**config.mk**
```make
export PLATFORM = sky130hd
export DESIGN_NAME = multiport_ram
export DESIGN_NICKNAME = d
export VERILOG_FILES = /design/src/rtl/multiport_ram_pkg.sv /design/src/rtl/mp_write_arb.sv /design/src/rtl/multiport_ram.sv
export SDC_FILE = /design/constraint.sdc
export NUM_CORES = 2
export LEC_CHECK = 0
export BUFFER_PORTS_ARGS = -buffer_cell sky130_fd_sc_hd__buf_4
export CAP_MARGIN = 20
export CORE_MARGIN = 8
export CORE_UTILIZATION = 35
export CTS_BUF_LIST = sky130_fd_sc_hd__clkbuf_2
export DETAILED_ROUTE_END_ITERATION = 10
export HOLD_SLACK_MARGIN = 0.08
export SLEW_MARGIN = 30
export SYNTH_ARGS = -nofsm -noshare
export SYNTH_HDL_FRONTEND = slang
export SYNTH_SLANG_ARGS = --single-unit
export TNS_END_PERCENT = 5
```
**constraint.sdc**
```tcl
create_clock -name clk -period 7.9 [get_ports clk]
set_input_delay 1.185 -clock clk [delete_from_list [all_inputs] [get_ports clk]]
set_output_delay 1.185 -clock clk [all_outputs]
set_load 0.05 [all_outputs]
```
**src/rtl/multiport_ram_pkg.sv**
```systemverilog
// -----------------------------------------------------------------------------
// multiport_ram_pkg
// Shared definitions for the multiport_ram block and its write arbiter:
//   - state_e   : controller state (INIT sweep / RUN)
//   - clog2     : ceiling log2 for sizing address and counter fields
//   - sel_width : width of a port-index field (never narrower than 1 bit)
//   - MAX_PORTS / MAX_DEPTH : supported parameter limits
// No ports (package).
// -----------------------------------------------------------------------------
package multiport_ram_pkg;

  localparam int MAX_PORTS = 8;
  localparam int MAX_DEPTH = 1024;

  typedef enum logic {
    ST_INIT = 1'b0,
    ST_RUN  = 1'b1
  } state_e;

  function automatic int clog2(input int value);
    int r;
    r = 0;
    while ((1 << r) < value) begin
      r = r + 1;
    end
    return r;
  endfunction

  // A single-port configuration still needs a 1-bit select field.
  function automatic int sel_width(input int nports);
    return (nports > 1) ? clog2(nports) : 1;
  endfunction

endpackage

```
**src/rtl/mp_write_arb.sv**
```systemverilog
// -----------------------------------------------------------------------------
// mp_write_arb
// Purely combinational same-address write arbitration and read forwarding.
// The lowest-index port that writes a given address wins; any higher-index
// writer to that address loses and is flagged. For each port the block also
// reports whether some winning write targets that port's address and, if so,
// which port it was, so the read path can return the new data (write-first).
//
// Ports:
//   wr_req_i   [NPORTS]         qualified write requests (in range, accepted)
//   addr_i     [NPORTS*ADDR_W]  per-port address, port p at [p*ADDR_W +: ADDR_W]
//   grant_o    [NPORTS]         write commits this cycle
//   conflict_o [NPORTS]         write dropped, a lower-index port won
//   fwd_hit_o  [NPORTS]         a winning write targets this port's address
//   fwd_sel_o  [NPORTS*SEL_W]   index of that winning writer
// -----------------------------------------------------------------------------
module mp_write_arb
  import multiport_ram_pkg::*;
#(
  parameter int NPORTS = 4,
  parameter int ADDR_W = 9,
  parameter int SEL_W  = sel_width(NPORTS)
) (
  input  logic [NPORTS-1:0]        wr_req_i,
  input  logic [NPORTS*ADDR_W-1:0] addr_i,
  output logic [NPORTS-1:0]        grant_o,
  output logic [NPORTS-1:0]        conflict_o,
  output logic [NPORTS-1:0]        fwd_hit_o,
  output logic [NPORTS*SEL_W-1:0]  fwd_sel_o
);

  always_comb begin
    conflict_o = '0;
    grant_o    = '0;
    fwd_hit_o  = '0;
    fwd_sel_o  = '0;

    // A write loses if any lower-index port writes the same address.
    for (int p = 0; p < NPORTS; p++) begin
      for (int q = 0; q < p; q++) begin
        if (wr_req_i[p] && wr_req_i[q] &&
            (addr_i[p*ADDR_W +: ADDR_W] == addr_i[q*ADDR_W +: ADDR_W])) begin
          conflict_o[p] = 1'b1;
        end
      end
    end

    grant_o = wr_req_i & ~conflict_o;

    // At most one granted writer exists per address, so the match is unique.
    for (int p = 0; p < NPORTS; p++) begin
      for (int q = 0; q < NPORTS; q++) begin
        if (grant_o[q] &&
            (addr_i[q*ADDR_W +: ADDR_W] == addr_i[p*ADDR_W +: ADDR_W])) begin
          fwd_hit_o[p]                 = 1'b1;
          fwd_sel_o[p*SEL_W +: SEL_W]  = SEL_W'(q);
        end
      end
    end
  end

endmodule

```
**src/rtl/multiport_ram.sv**
```systemverilog
// -----------------------------------------------------------------------------
// multiport_ram
// N-port register-file RAM. Every port may read and write each cycle; reads
// return registered data one cycle later. Same-address writes are resolved by
// port index (lowest wins), reads see same-cycle winning writes, out-of-range
// accesses are flagged and suppressed, and with INIT_ZERO=1 the whole array is
// cleared one word per cycle after reset before requests are accepted.
//
// Handshake: there is no backpressure per request. When ready is high every
// request presented on a cycle is accepted at that clock edge; when ready is
// low requests are ignored entirely. rvalid[p], wr_conflict[p] and
// addr_err[p] are single-cycle pulses in the cycle after the request.
//
// Ports:
//   clk, rst_n   clock, synchronous active-low reset
//   write_en     [NPORTS]          per-port write request
//   read_en      [NPORTS]          per-port read request
//   addr         [NPORTS*ADDR_W]   per-port address
//   data_in      [NPORTS*DATA_W]   per-port write data
//   data_out     [NPORTS*DATA_W]   per-port registered read data
//   rvalid       [NPORTS]          data_out[p] updated this cycle
//   wr_conflict  [NPORTS]          port's write lost arbitration
//   addr_err     [NPORTS]          port's address was >= DEPTH
//   ready        accepting requests
//   dbg_state_o  current controller state (state_e encoding)
// -----------------------------------------------------------------------------
module multiport_ram
  import multiport_ram_pkg::*;
#(
  parameter int NPORTS    = 4,
  parameter int DATA_W    = 16,
  parameter int DEPTH     = 32,
  parameter int ADDR_W    = 9,
  parameter int INIT_ZERO = 1
) (
  input  logic                     clk,
  input  logic                     rst_n,
  input  logic [NPORTS-1:0]        write_en,
  input  logic [NPORTS-1:0]        read_en,
  input  logic [NPORTS*ADDR_W-1:0] addr,
  input  logic [NPORTS*DATA_W-1:0] data_in,
  output logic [NPORTS*DATA_W-1:0] data_out,
  output logic [NPORTS-1:0]        rvalid,
  output logic [NPORTS-1:0]        wr_conflict,
  output logic [NPORTS-1:0]        addr_err,
  output logic                     ready,
  output logic                     dbg_state_o
);

  localparam int IDX_W = clog2(DEPTH);
  localparam int SEL_W = sel_width(NPORTS);
  // One extra bit so DEPTH == 2**ADDR_W is still representable.
  localparam logic [ADDR_W:0] DEPTH_L = (ADDR_W + 1)'(DEPTH);
  localparam logic [IDX_W-1:0] LAST_IDX = IDX_W'(DEPTH - 1);

  // ---------------------------------------------------------------------------
  // State
  // ---------------------------------------------------------------------------
  state_e                   state_q, state_d;
  logic [IDX_W-1:0]         cnt_q, cnt_d;
  logic                     ready_q, ready_d;
  logic [DATA_W-1:0]        mem_q [DEPTH];

  logic [NPORTS*DATA_W-1:0] dout_q, dout_d;
  logic [NPORTS-1:0]        rvalid_q, rvalid_d;
  logic [NPORTS-1:0]        conf_q, conf_d;
  logic [NPORTS-1:0]        err_q, err_d;

  // ---------------------------------------------------------------------------
  // Per-port request decode
  // ---------------------------------------------------------------------------
  logic                     accept;
  logic [NPORTS-1:0]        in_range;
  logic [NPORTS-1:0]        wr_req;
  logic [IDX_W-1:0]         idx [NPORTS];

  logic [NPORTS-1:0]        grant;
  logic [NPORTS-1:0]        conflict;
  logic [NPORTS-1:0]        fwd_hit;
  logic [NPORTS*SEL_W-1:0]  fwd_sel;

  // ready_q is also low for the first cycle after reset when INIT_ZERO=0,
  // so it alone decides acceptance; the state term documents intent.
  assign accept = ready_q && (state_q == ST_RUN);

  always_comb begin
    in_range = '0;
    wr_req   = '0;
    for (int p = 0; p < NPORTS; p++) begin
      in_range[p] = ({1'b0, addr[p*ADDR_W +: ADDR_W]} < DEPTH_L);
      wr_req[p]   = accept && write_en[p] && in_range[p];
      // Only meaningful when in_range[p]; the upper address bits are zero then.
      idx[p]      = addr[p*ADDR_W +: IDX_W];
    end
  end

  mp_write_arb #(
    .NPORTS (NPORTS),
    .ADDR_W (ADDR_W),
    .SEL_W  (SEL_W)
  ) u_arb (
    .wr_req_i   (wr_req),
    .addr_i     (addr),
    .grant_o    (grant),
    .conflict_o (conflict),
    .fwd_hit_o  (fwd_hit),
    .fwd_sel_o  (fwd_sel)
  );

  // ---------------------------------------------------------------------------
  // Read path and flag next-state
  // ---------------------------------------------------------------------------
  always_comb begin
    dout_d   = dout_q;
    rvalid_d = '0;
    err_d    = '0;
    conf_d   = conflict;
    for (int p = 0; p < NPORTS; p++) begin
      err_d[p] = accept && (write_en[p] || read_en[p]) && !in_range[p];
      if (accept && read_en[p]) begin
        rvalid_d[p] = 1'b1;
        if (!in_range[p]) begin
          dout_d[p*DATA_W +: DATA_W] = '0;
        end else if (fwd_hit[p]) begin
          dout_d[p*DATA_W +: DATA_W] =
            data_in[int'(fwd_sel[p*SEL_W +: SEL_W])*DATA_W +: DATA_W];
        end else begin
          dout_d[p*DATA_W +: DATA_W] = mem_q[idx[p]];
        end
      end
    end
  end

  // ---------------------------------------------------------------------------
  // Controller: INIT sweeps word cnt_q each cycle, then RUN until reset.
  // ---------------------------------------------------------------------------
  always_comb begin
    state_d = state_q;
    cnt_d   = cnt_q;
    case (state_q)
      ST_INIT: begin
        cnt_d = cnt_q + 1'b1;
        if (cnt_q == LAST_IDX) begin
          state_d = ST_RUN;
          cnt_d   = '0;
        end
      end
      ST_RUN: begin
        state_d = ST_RUN;
      end
      default: begin
        state_d = ST_RUN;
      end
    endcase
    ready_d = (state_d == ST_RUN);
  end

  always_ff @(posedge clk) begin
    if (!rst_n) begin
      state_q  <= (INIT_ZERO != 0) ? ST_INIT : ST_RUN;
      cnt_q    <= '0;
      ready_q  <= 1'b0;
      dout_q   <= '0;
      rvalid_q <= '0;
      conf_q   <= '0;
      err_q    <= '0;
    end else begin
      state_q  <= state_d;
      cnt_q    <= cnt_d;
      ready_q  <= ready_d;
      dout_q   <= dout_d;
      rvalid_q <= rvalid_d;
      conf_q   <= conf_d;
      err_q    <= err_d;
    end
  end

  // Memory array has no reset; it is only written outside reset, either by
  // the INIT sweep or by granted port writes (grants never share an address).
  always_ff @(posedge clk) begin
    if (rst_n) begin
      if (state_q == ST_INIT) begin
        mem_q[cnt_q] <= '0;
      end else begin
        for (int p = 0; p < NPORTS; p++) begin
          if (grant[p]) begin
            mem_q[idx[p]] <= data_in[p*DATA_W +: DATA_W];
          end
        end
      end
    end
  end

  assign data_out    = dout_q;
  assign rvalid      = rvalid_q;
  assign wr_conflict = conf_q;
  assign addr_err    = err_q;
  assign ready       = ready_q;
  assign dbg_state_o = state_q;

endmodule

```
# Yosys cells after proc, flatten, opt, wreduce, memory -nomap -nowiden
# Memory sizes are Yosys's and may differ from the RTL's.
# Cells that the tools add are included.
[classes]
n_eq_ne = 13
n_reduce_logical = 53
bitwise = 3
shifts = 4
magnitude_cmp = 4
n_addsub = 1
mux = 70
[ops]
columns = ["op", "count"]
rows = [
  ["variable part select 64 x 7 -> 16 bit", 4],
  ["2-to-1 mux 16 bit", 9],
  ["== test 9 bit", 12],
  ["2-to-1 mux 1 bit", 50],
  ["logical AND 1 bit", 44],
  ["less-than comparator 9 x 6 -> 1 bit (second input constant)", 4],
  ["2-to-1 mux 2 bit", 8],
  ["OR reduction 16 bit", 1],
  ["2-to-1 mux 5 bit", 2],
  ["adder 5 x 1 -> 5 bit (second input constant)", 1],
  ["== test 5 bit (second input constant)", 1],
  ["bitwise AND 4 bit", 1],
  ["zero test 1 bit", 4],
  ["logical OR 1 bit", 4],
  ["inverter 4 bit", 1],
  ["one-hot mux 1 bit (2 select lines)", 1],
  ["inverter 1 bit", 1],
]
[word_totals]
elab_cells = 159
ff_bits = 82
n_memories = 1
out_inout_bits = 78
mem_bits_rw = 512
inputBits = 110
[mem_list]
columns = ["name", "words", "width", "read_ports", "rd_clocked_by_memory_dff", "write_ports", "line", "text"]
rows = [
  ["mem_q", 32, 16, 4, 0, 4, "multiport_ram.sv:62", "logic [DATA_W-1:0] mem_q [DEPTH];"],
]

# Logic depth before layout (Yosys ltp)
[logic_depth]
ltp_word = 16
depth_mapped = 12
depth_no_buf = 7

# Cells and area by module
# A second synthesis with hierarchy kept.
[unflattened]
cells_unflattened = 5487
hier_area_um2 = 55603.3
[modules_own_cells]
columns = ["module", "n_inst", "area_each_um2", "cells_each", "seq_area_each_um2"]
rows = [
  ["multiport_ram", 1, 54684.9, 5363, 17016.3],
  ["mp_write_arb", 1, 918.4, 124, 0.0],
]

# Least setup slack after synthesis
# Ideal clock, no wire load.
[synth_path]
path_kind = "input-to-reg"
startpoint = "input addr[25]"
endpoint = "memory mem_q[10][0] (enable)"
arrival_ns = 3.850
path_stages = 10
n_path_buf = 4
setup_time_ns = 0.452
slack_ns = 3.598
t_required_ns = 7.448
cell_sequence = "nor4_2 -> nand3_1 -> or4_4 -> and4_1 -> clkbuf_1 -> buf_2 -> buf_2 -> nand3_1 -> buf_2 -> nand4_1"
[synth_rtl]
columns = ["item", "line", "text"]
rows = [
  ["start: declaration", "multiport_ram.sv:40", "input logic [NPORTS*ADDR_W-1:0] addr,"],
  ["end: declaration", "multiport_ram.sv:62", ""],
]

# Final worst setup path
[layout_path]
startpoint = "register ready_q, in the netlist ready"
endpoint = "register dout_q[38], in the netlist data_out[38]"
[layout_between]
elab_chain_cells = 14
word_cells_on_any_way = 42
cone_classes = "shift (1); mux (15); bitwise (2); reduce/logical (24)"
[layout_lines]
columns = ["item", "line", "text"]
rows = [
  ["start: declaration", "multiport_ram.sv:61", "logic ready_q, ready_d;"],
  ["start signal: assignment", "multiport_ram.sv:170", "ready_q <= ready_d;"],
  ["logical AND 1 bit (2 in a row)", "multiport_ram.sv:91", "wr_req[p] = accept && write_en[p] && in_range[p];"],
  ["logical AND 1 bit (2 in a row)", "mp_write_arb.sv:41", "if (wr_req_i[p] && wr_req_i[q] &&"],
  ["2-to-1 mux 1 bit", "mp_write_arb.sv:41", ""],
  ["2-to-1 mux 1 bit or inverter 4 bit (tied branches)", "mp_write_arb.sv:41, mp_write_arb.sv:48", ""],
  ["2-to-1 mux 1 bit or bitwise AND 4 bit (tied branches)", "mp_write_arb.sv:41, mp_write_arb.sv:48", ""],
  ["inverter 4 bit or logical AND 1 bit (tied branches)", "mp_write_arb.sv:48, mp_write_arb.sv:53", ""],
  ["bitwise AND 4 bit or 2-to-1 mux 1 bit (tied branches)", "mp_write_arb.sv:48, mp_write_arb.sv:53", ""],
  ["logical AND 1 bit or 2-to-1 mux 2 bit (tied branches)", "mp_write_arb.sv:53", "if (grant_o[q] &&"],
  ["2-to-1 mux 2 bit", "mp_write_arb.sv:53", ""],
  ["variable part select 64 x 7 -> 16 bit", "multiport_ram.sv:126", "data_in[int'(fwd_sel[p*SEL_W +: SEL_W])*DATA_W +: DATA_W];"],
  ["2-to-1 mux 16 bit", "multiport_ram.sv:124", "end else if (fwd_hit[p]) begin"],
  ["2-to-1 mux 16 bit", "multiport_ram.sv:122", "if (!in_range[p]) begin"],
  ["end signal: assignment", "multiport_ram.sv:171", "dout_q <= dout_d;"],
  ["end: declaration", "multiport_ram.sv:64", "logic [NPORTS*DATA_W-1:0] dout_q, dout_d;"],
]
# Parallel ways exist; a longest one is shown, timed or not.
# A chain may end at the register's enable or synchronous reset.

==> reports/results.txt <==
Antenna-violating nets left = 0
Starting Density = 35.1%
Setup Crit Path Kind = reg2reg
Status = complete, no violations
PortBufs = 186
Synthesis-to-finish area growth = 10.6%
Synth Register Bits = 593
Root Driver = clkbuf_2
Fraction of registers with async set/reset = 0%
Fillers = 15611
DRC viols = 0
Drt total wl = 363000 um
Vias in the first global route = 52012
Global placement routability congestion = 1.13
Largest net degree at the start of global routing = 91
Post-layout nets = 5760
Unrepaired setup endpoints after global routing = no
Worst hold start = addr[5]
DIE HEIGHT = 414 um
Yosys Warn Count = 0
Crit. End Element = flop
Worst rel slew slack = 5.50%
Hold Crit Class = in2reg
Clk buf depth = 3
Die area = 171000 sq um
CTS tree = built
Gr ovfl total = 0
Chip Width = 414 um
Crit path max fanout = 30
Worst setup margin = 2.30 ns
Worst Setup Start Kind = flop
Register area share after synthesis = 30.6%
Dpl ws = 2.26 ns
Total GRT Usage = 40.2%
# rows = 146
Cts hold-fix bufs = 106
CP Data Arrival Time = 7.31 ns
Core area = 158000 sq um
Synth Area per Inst = 9.70 sq um
Clk_lat worst skew = 1.89 ns
Post-synth design cell area = 55500 sq um
Seq. cell area = 17000 sq um
Clock slew at reported path FFs = 0.11 ns
Max Cap Violations = 0
Vias per cell = 7.36
Mapped Nets = 5832
Setup tns final = 0 ns
Number of detailed-route iterations in the first pass = 7
Post-synth top flop = edfxtp_1
Mapped Cells = 5720
Setup crit start = ready
Post-synth EDFFs = 512
FMAX = 179 MHz
Final setup fails = 0
Tcrit/Tclk final = 70.9%
Max Slew Vio Count = 0
Crit path time final = 5.60 ns
CTS H-tree depth = 4
Peak supply drop = 0.000162 V
Cts repair resizes = 0
Layout cell share with drive strength beyond 1 = 26.2%
FF-to-FF Start = ready
Slew @ Worst Pin = 1.42 ns
WP data required = 9.61 ns
Post-DP HPWL = 242000 um
Vias = 58098
Distinct cells, synth = 75
Buffer count from post-CTS setup fixing = 0
I/O pin cnt = 188
CTS Sinks = 593
Multi-input logic area = 35700 sq um
Starting DRT DRC Count = 11549
Leak pwr = 29.1 nW
Initial antenna violation count = 49
Wirelength per Cell = 45.9 um
Clk_skew = 0.107 ns
Final hold violations = 0
Number of clock buffers inserted by TritonCTS = 177
Global-route wire length before repair = 479000 um
Power per cell area = 121 nW/um^2
layer usage:
layer,vias to the layer above,GRT usage [%],part of all wire [%]
li1,21854,-,-
met3,1498,19.8,16
met5,-,0.555,0.092
met1,28774,47.6,34
met4,30,29.5,9.9
met2,5942,55.9,40
final cells by class:
cell class              instances  area share, %
flip-flops and latches        593           27.7
multi-input cells            4336           58.1
repair buffers                530           7.17
inverters                      10         0.0612
diodes                         33          0.135
clock inverters                62          0.489
well taps                    2072           4.22
clock buffers                 261           2.13
worst max-delay path, cell delays in order (launching register included):
cell	delay, ns
dfxtp_1	0.35
buf_4	0.32
nand3_1	0.12
buf_4	0.30
or4_1	0.73
buf_4	0.39
nand2_2	0.58
buf_4	0.42
and2_1	0.70
and3_1	0.27
dlygate4sd3_1	0.55
o31ai_1	0.07
dlygate4sd3_1	0.60
cell families after synthesis:
family                     after synthesis  share of synthesized area [%]
AOI/OAI and AO/OA                     1048                           13.5
muxes                                 1191                           32.7
xor gates and xnor gates                54                          0.853
adders and majority gates                2                         0.0451
DFF                                    593                           30.6
and+or+nand+nor                       2040                           15.8
other                                    1                        0.00676
buffers and inverters                  791                           6.42
registers in the layout, indices dropped and copies added, names as in the netlist:
signal,count
mem_q,512
ready,1
addr_err,4
data_out,64
rvalid,4
wr_conflict,3
cnt_q,5
cell usage in the layout (no fill, tap or decap), types with 17 or more instances in the layout:
cell type,n
mux2_2,169
nand2_1,1385
a221oi_1,32
dlygate4sd3_1,106
a211oi_1,25
nor4_1,28
mux2i_1,533
nor4_2,19
a21o_1,17
nor3_1,66
clkinv_1,39
nor2b_1,19
nor2_1,159
o311ai_2,18
a22oi_1,48
buf_4,400
a31oi_1,24
o211ai_1,369
nor3_2,17
o31ai_1,48
and3_1,43
nand4_1,34
mux4_2,480
xor2_1,39
clkbuf_2,261
o21ai_1,57
diode_2,33
o21ai_0,92
nand2b_1,20
nor3_4,19
dfxtp_1,81
o22ai_1,224
edfxtp_1,512
nand3_1,107
stage by stage:
stage | total power, mW | cells | area [sq um] | utilization, % | hold slack, ns
2_1_floorplan | 4.05 | 5720 | 55500 | - | 0.507
3_3_place_gp | 4.75 | 7423 | 58200 | 36.9 | 0.441
3_5_place_dp | 4.76 | 7428 | 58500 | 37.0 | 0.450
4_1_cts | 7.28 | 7857 | 61100 | 38.7 | 0.0815
5_1_grt | 7.47 | 7875 | 61300 | 38.8 | 0.155
6_report | 7.42 | 7897 | 61400 | 38.9 | 0.190
worst paths after layout:
kind,to,slack [ns],depth (start not counted)
max,data_out[38],2.30,12
min,wr_conflict[2],0.19,6
max reg2reg,data_out[38],2.30,12
min reg2reg,data_out[4],0.47,2
cell usage after synthesis, drive strengths merged, types with 39 or more instances:
| master | instances | area share [%] |
|---|---|---|
| xor2 | 39 | 0.62 |
| o211ai | 369 | 5.0 |
| nand3 | 117 | 1.1 |
| nand2 | 1386 | 9.4 |
| o31ai | 50 | 0.69 |
| nor2 | 169 | 1.1 |
| o22ai | 225 | 2.5 |
| mux2i | 533 | 9.6 |
| clkbuf | 500 | 3.4 |
| edfxtp | 512 | 28 |
| nor4 | 48 | 0.56 |
| dfxtp | 81 | 2.9 |
| nor3 | 102 | 0.94 |
| mux4 | 480 | 19 |
| buf | 281 | 3.0 |
| o21ai | 151 | 1.4 |
| and3 | 59 | 0.67 |
| mux2 | 178 | 3.6 |
| a22oi | 48 | 0.65 |
power by group:
group / switching, mW / total [mW] / internal, mW
Clock: 1.68 / 2.59 / 0.912
Sequential: 0.0251 / 3.39 / 3.37
Combinational: 1.09 / 1.44 / 0.352
Total: 2.79 / 7.42 / 4.63
Power figures use the tool's default switching activity.
